[src/rtl/camera_tx_gen.sv]
// camera_tx_gen: parallel camera (DVP-style) transmitter pattern source.
//
// Ports:
//   clk_i, rstn_i            system clock, synchronous active-low reset
//   cfg_*                    word-addressed register port (CTRL, SIZE, TIMING, STATUS);
//                            cfg_ready_o is always 1, read data is combinational
//   pix_data_i/valid_i/ready_o  pixel source handshake (consumed on valid & ready)
//   cam_pclk_o/vsync_o/href_o/data_o  camera output bus
//
// The frame FSM advances once per "tick" (the clk cycle with cam_pclk_o high). The
// camera pins are registered at the end of each tick from the state of that tick, so
// the pins show each tick's values for the following pclk period and only change on
// the falling edge of pclk.
module camera_tx_gen (
   input  logic        clk_i,
   input  logic        rstn_i,
   input  logic [31:0] cfg_data_i,
   input  logic [4:0]  cfg_addr_i,
   input  logic        cfg_valid_i,
   input  logic        cfg_rwn_i,
   output logic [31:0] cfg_data_o,
   output logic        cfg_ready_o,
   input  logic [15:0] pix_data_i,
   input  logic        pix_valid_i,
   output logic        pix_ready_o,
   output logic        cam_pclk_o,
   output logic        cam_vsync_o,
   output logic        cam_href_o,
   output logic [7:0]  cam_data_o
);

   typedef enum logic [2:0] {StIdle, StVsync, StVblank, StLine, StHblank} state_e;

   state_e      state_q, state_d;
   logic [16:0] cnt_q, cnt_d;
   logic [15:0] line_q, line_d;
   logic        pclk_q, pclk_d;

   logic [4:0]  ctrl_q, ctrl_d;
   logic [31:0] size_q, size_d;
   logic [23:0] timing_q, timing_d;
   logic        underrun_q, underrun_d;
   logic [15:0] fcnt_q, fcnt_d;

   logic [15:0] sh_w_q, sh_h_q;
   logic [7:0]  sh_vs_q, sh_vb_q, sh_hb_q;
   logic        sh_fmt_q;

   logic        vs_act_q, href_act_q;
   logic [7:0]  data_q, low_q;

   logic        wr, tick, busy, start_ok, need, load_shadow, eof;
   logic [16:0] line_bytes;
   logic [7:0]  vs_len, vb_len, hb_len, byte_out;

   // A programmed length of 0 behaves as 1.
   function automatic logic [7:0] eff_len(input logic [7:0] v);
      return (v == 8'd0) ? 8'd1 : v;
   endfunction

   assign wr          = cfg_valid_i & ~cfg_rwn_i;
   assign cfg_ready_o = 1'b1;
   assign busy        = (state_q != StIdle);
   assign tick        = pclk_q;
   assign start_ok    = ctrl_q[0] & (|size_q[15:0]) & (|size_q[31:16]);
   assign vs_len      = eff_len(sh_vs_q);
   assign vb_len      = eff_len(sh_vb_q);
   assign hb_len      = eff_len(sh_hb_q);
   assign line_bytes  = sh_fmt_q ? {sh_w_q, 1'b0} : {1'b0, sh_w_q};
   // In 16-bit mode only even byte slots fetch a pixel; odd slots replay the held low byte.
   assign need        = (state_q == StLine) & (~sh_fmt_q | ~cnt_q[0]);
   assign pix_ready_o = tick & need;
   assign pclk_d      = busy ? ~pclk_q : 1'b0;

   assign cam_pclk_o  = pclk_q;
   assign cam_vsync_o = vs_act_q ^ ctrl_q[2];
   assign cam_href_o  = href_act_q ^ ctrl_q[3];
   assign cam_data_o  = data_q;

   always_comb begin
      byte_out = low_q;
      if (need) begin
         if (!pix_valid_i)  byte_out = 8'h00;
         else if (sh_fmt_q) byte_out = pix_data_i[15:8];
         else               byte_out = pix_data_i[7:0];
      end
   end

   // Frame sequencing.
   always_comb begin
      state_d     = state_q;
      cnt_d       = cnt_q;
      line_d      = line_q;
      load_shadow = 1'b0;
      eof         = 1'b0;
      unique case (state_q)
         StIdle: begin
            if (start_ok) begin
               state_d     = StVsync;
               cnt_d       = '0;
               load_shadow = 1'b1;
            end
         end
         StVsync: begin
            if (tick) begin
               if (cnt_q == 17'(vs_len - 8'd1)) begin
                  state_d = StVblank;
                  cnt_d   = '0;
               end else begin
                  cnt_d = cnt_q + 17'd1;
               end
            end
         end
         StVblank: begin
            if (tick) begin
               if (cnt_q == 17'(vb_len - 8'd1)) begin
                  state_d = StLine;
                  cnt_d   = '0;
                  line_d  = '0;
               end else begin
                  cnt_d = cnt_q + 17'd1;
               end
            end
         end
         StLine: begin
            if (tick) begin
               if (cnt_q == line_bytes - 17'd1) begin
                  state_d = StHblank;
                  cnt_d   = '0;
               end else begin
                  cnt_d = cnt_q + 17'd1;
               end
            end
         end
         StHblank: begin
            if (tick) begin
               if (cnt_q == 17'(hb_len - 8'd1)) begin
                  cnt_d = '0;
                  if (line_q == sh_h_q - 16'd1) begin
                     eof = 1'b1;
                     if (start_ok && ctrl_q[1]) begin
                        state_d     = StVsync;
                        load_shadow = 1'b1;
                     end else begin
                        state_d = StIdle;
                     end
                  end else begin
                     line_d  = line_q + 16'd1;
                     state_d = StLine;
                  end
               end else begin
                  cnt_d = cnt_q + 17'd1;
               end
            end
         end
         default: state_d = StIdle;
      endcase
   end

   // Register file next state.
   always_comb begin
      ctrl_d     = ctrl_q;
      size_d     = size_q;
      timing_d   = timing_q;
      underrun_d = underrun_q;
      fcnt_d     = fcnt_q;
      if (eof) begin
         fcnt_d = fcnt_q + 16'd1;
         if (!(start_ok && ctrl_q[1])) ctrl_d[0] = 1'b0;
      end
      if (wr) begin
         case (cfg_addr_i)
            5'd0: ctrl_d   = cfg_data_i[4:0];
            5'd1: size_d   = cfg_data_i;
            5'd2: timing_d = cfg_data_i[23:0];
            5'd3: begin
               if (cfg_data_i[1]) underrun_d = 1'b0;
               if (cfg_data_i[2]) fcnt_d = '0;
            end
            default: ;
         endcase
      end
      // A new underrun event is never lost to a simultaneous clear.
      if (tick && need && !pix_valid_i) underrun_d = 1'b1;
   end

   always_comb begin
      cfg_data_o = '0;
      case (cfg_addr_i)
         5'd0: cfg_data_o = {27'd0, ctrl_q};
         5'd1: cfg_data_o = size_q;
         5'd2: cfg_data_o = {8'd0, timing_q};
         5'd3: cfg_data_o = {fcnt_q, 14'd0, underrun_q, busy};
         default: ;
      endcase
   end

   always_ff @(posedge clk_i) begin
      if (!rstn_i) begin
         state_q    <= StIdle;
         cnt_q      <= '0;
         line_q     <= '0;
         pclk_q     <= 1'b0;
         ctrl_q     <= '0;
         size_q     <= '0;
         timing_q   <= 24'h04_0002;
         underrun_q <= 1'b0;
         fcnt_q     <= '0;
         sh_w_q     <= '0;
         sh_h_q     <= '0;
         sh_vs_q    <= '0;
         sh_vb_q    <= '0;
         sh_hb_q    <= '0;
         sh_fmt_q   <= 1'b0;
         vs_act_q   <= 1'b0;
         href_act_q <= 1'b0;
         data_q     <= '0;
         low_q      <= '0;
      end else begin
         state_q    <= state_d;
         cnt_q      <= cnt_d;
         line_q     <= line_d;
         pclk_q     <= pclk_d;
         ctrl_q     <= ctrl_d;
         size_q     <= size_d;
         timing_q   <= timing_d;
         underrun_q <= underrun_d;
         fcnt_q     <= fcnt_d;
         if (load_shadow) begin
            sh_w_q   <= size_q[15:0];
            sh_h_q   <= size_q[31:16];
            sh_vs_q  <= timing_q[7:0];
            sh_vb_q  <= timing_q[15:8];
            sh_hb_q  <= timing_q[23:16];
            sh_fmt_q <= ctrl_q[4];
         end
         if (tick) begin
            vs_act_q   <= (state_q == StVsync);
            href_act_q <= (state_q == StLine);
            data_q     <= (state_q == StLine) ? byte_out : 8'h00;
            if (need && sh_fmt_q) low_q <= pix_valid_i ? pix_data_i[7:0] : 8'h00;
         end
      end
   end

endmodule
[config.mk]
export PLATFORM = sky130hd
export DESIGN_NAME = camera_tx_gen
export DESIGN_NICKNAME = d
export VERILOG_FILES = /design/src/rtl/camera_tx_gen.sv
export SDC_FILE = /design/constraint.sdc
export NUM_CORES = 1
export LEC_CHECK = 0
export ABC_CLOCK_PERIOD_IN_PS = 6000
export BUFFER_PORTS_ARGS = -buffer_cell sky130_fd_sc_hd__buf_2
export CAP_MARGIN = 10
export CORE_ASPECT_RATIO = 2
export CORE_UTILIZATION = 43
export DETAILED_ROUTE_END_ITERATION = 8
export MAX_ROUTING_LAYER = met4
export PLACE_DENSITY = 0.62
export SYNTH_ARGS = -nofsm -noshare
export SYNTH_HDL_FRONTEND = slang
export SYNTH_SLANG_ARGS = --single-unit
[constraint.sdc]
create_clock -name clk_i -period 6 [get_ports clk_i]
set_input_delay 0.3 -clock clk_i [delete_from_list [all_inputs] [get_ports clk_i]]
set_output_delay 0.3 -clock clk_i [all_outputs]
set_load 0.05 [all_outputs]
==> results.cfg <==
[run_status]
status = finished clean

[sta]
rsz0062_at_grt = false
max_freq_ghz = 0.224
finalHoldViolations = 0
fin_crit_sh_pct = 74.5
relSlewSlack_pct = 19.0
setup_violations = 0
tightest_slew_ns = 1.21
min_period_ns = 4.47
setup_tns_ns = 0
skew_ns = 0.0109
maxSlewViolCount = 0

[synth]
synthDistinctLibCells = 76
synth-main-ff-cell = dfxtp_1
synth_edf_count = 0
ys_warn_count = 0
synth_fp_nets = 1460
ys_async_sr_fraction_pct = 0
synthCells = 1394
syn_area_mm2 = 0.0110
syn_avg_cell_area_um2 = 7.90
ys_ff_latch = 190
ys_seq_area_share_pct = 34.5

[floorplan]
die_y_um = 228
dieWidth_um = 115
core.rowCount = 82
initial_core_util_pct = 43.8
boundaryPins = 103
fp.dieArea_mm2 = 0.0263
design.core.area_mm2 = 0.0251

[clock_network]
clock-root-buffer = clkbuf_16
post_cts_buffers = 0
htreeDepth = 4
insertion_delay_ns = 0.46
cts_resized = 0
clock_sinks = 190
cts.clk_slew.worst_paths_ns = 0.07
hold_buffers = 0
cts_buffer_depth = 2
tritoncts = built
cts_buffers = 17

[detailed_routing]
drt_first_iter_violations = 548
viasPerCell = 5.82
vias = 10300
wl_per_cell_um = 19.4
drtPass1Iterations = 7
ant_nets = 0
drc = 0
routed_wl_mm = 34.4

[grt]
gr-total-overflow = 0
met2_usage_pct = 52.5
grt_busiest_layer = met2
grt_max_degree = 80
grtUsageMet1_pct = 26.8
track_usage_pct = 28.0
grt_antenna_before_repair = 0
grt_pass1_wl_mm = 54.7
use_met3_pct = 3.77
grt_pass1_vias = 10200

[finish]
design_area_mm2 = 0.0122
diodes = 0
drive_gt1_share_pct = 13.4
syn_to_final_growth_pct = 10.6
final_nets = 1496

[setup_path]
crit_start = sh_vb_q[2]
cp-endpoint = cnt_q[4]
cp_cell_sequence = nor3_1 -> nor4b_1 -> xnor2_1 -> a31oi_1 -> nor4_1 -> o21ai_1 -> o41ai_4 -> nor2_1
cp-start-kind = flip-flop
rr_startpoint = sh_vb_q[2]
worstSetupEndpointType = flip-flop
slowest_stage = o41ai_4
path_class = reg2reg
cp_data_arrival_time_ns = 4.77
r2r_end = cnt_q[4]
cp.required_ns = 6.30
r2r_cells = 8
critical-path-max-stage-delay_ns = 1.07
ff2ff_setup_slack_ns = 1.53
cp_max_fo = 15

[placed_design]
gp_congestion = 0.900
placed_area_mm2 = 0.0116
place_hpwl_mm = 25.3
io_buffer_count = 101

[hold_path]
hp-class = in2reg

[power]
vdd_drop_max_uv = 188
p_leak_uw = 0.00478
powerDensity_mw_per_mm2 = 202

[flow_run]
drv_cap = 0
-- stage by stage --
step / utilization [%] / std cells / setup slack (ns) / power, µW / hold WS, ns
after floorplan: - / 1394 / 0.902 / 1340 / 0.424
after global placement: 46.3 / 1747 / 1.77 / 1380 / 0.431
after detailed placement: 46.3 / 1747 / 1.56 / 1380 / 0.441
after CTS: 48.5 / 1777 / 1.56 / 2480 / 0.0451
after global routing: 48.5 / 1777 / 1.06 / 2530 / 0.0698
final: 48.5 / 1777 / 1.53 / 2460 / 0.0674
-- registers in the layout, summed over array words and instances, names as in the netlist, 16 cells and up --
name	flops
size_q	32
timing_q	24
cnt_q	17
fcnt_q	16
line_q	16
sh_h_q	16
sh_w_q	16
-- layout by cell type, fill, tap and decap left out, drive strengths merged, types with 23 or more instances in the layout --
master  synthesis  final
xor2           23     23
nand2         306    306
dfxtp         190    190
nor3           27     27
nor4           24     24
or4            25     25
nand3          39     39
a22o           35     35
a21oi          96     96
mux2i          85     85
inv            22     27
xnor2          54     54
o21ai          40     40
nor2           70     70
buf            22    114
-- synthesized netlist by cell type, types with 12 or more instances --
master / instances / area (µm²)
nand2_1: 306 / 1150
dfxtp_1: 190 / 3800
a21oi_1: 96 / 480
mux2i_1: 85 / 851
clkbuf_1: 75 / 282
nor2_1: 60 / 225
xnor2_1: 54 / 473
nand3_1: 39 / 195
o21ai_0: 39 / 195
a22o_1: 35 / 307
nor3_1: 27 / 135
nor4_1: 23 / 144
or4_1: 23 / 173
xor2_1: 23 / 201
inv_1: 22 / 82.6
nor2b_1: 19 / 119
or3_1: 19 / 119
o31ai_1: 18 / 135
mux2_2: 17 / 191
nand2b_1: 15 / 93.8
nand4_1: 13 / 81.3
and2_1: 12 / 75.1
-- worst min-delay path by stage --
stage                   start            end  cells past startpoint
3_5_place_dp         low_q[3]       low_q[3]                      2
4_1_cts        cfg_data_i[27]     size_q[27]                      3
2_1_floorplan  cfg_data_i[18]   timing_q[18]                      2
6_report       cfg_data_i[28]     size_q[28]                      3
3_3_place_gp    cam_data_o[4]  cam_data_o[4]                      2
5_1_grt        cfg_data_i[30]     size_q[30]                      3
-- routing by layer --
layer  part of all wire [%]  wire length [µm]
met5                      0                 0
met4                    5.0              1710
met3                    3.0              1050
met2                     57             19600
met1                     35             12000
-- logic make-up (layout without fill, tap and decap cells) --
| family | count (synthesis) | count (layout) | synth area share, % |
|---|---|---|---|
| flops | 190 | 190 | 34.5 |
| compound gates | 283 | 283 | 17.5 |
| xor+xnor | 78 | 78 | 6.33 |
| other cells | 1 | 1 | 0.0340 |
| simple gates | 612 | 612 | 26.6 |
| buf+inv | 120 | 167 | 4.61 |
| mux | 102 | 102 | 9.46 |
| fa+ha+maj | 8 | 8 | 0.909 |
-- critical path, delay by kind of cell, from the launching register on --
kind / cells / cell delay (ns)
and+or+nand+nor: 4 / 2.18
xor gates and xnor gates: 1 / 0.21
DFF: 1 / 0.36
AOI/OAI and AO/OA: 3 / 1.57
-- cell type report --
type | count | area [µm²]
inverters | 23 | 86.3
flip-flops and latches | 190 | 3800
clock buffers | 19 | 433
multi-input cells | 1084 | 6720
repair buffers | 114 | 606
well taps | 336 | 420
fillers | 2535 | 13000
clock inverters | 11 | 111
-- report_power, final --
group	switching, µW	leakage, µW	internal, µW
clock	537	0.000254	573
combinational	60.4	0.00300	24.5
sequential	2.21	0.00153	1260
No activity file was read; power rests on OpenSTA's default activity.
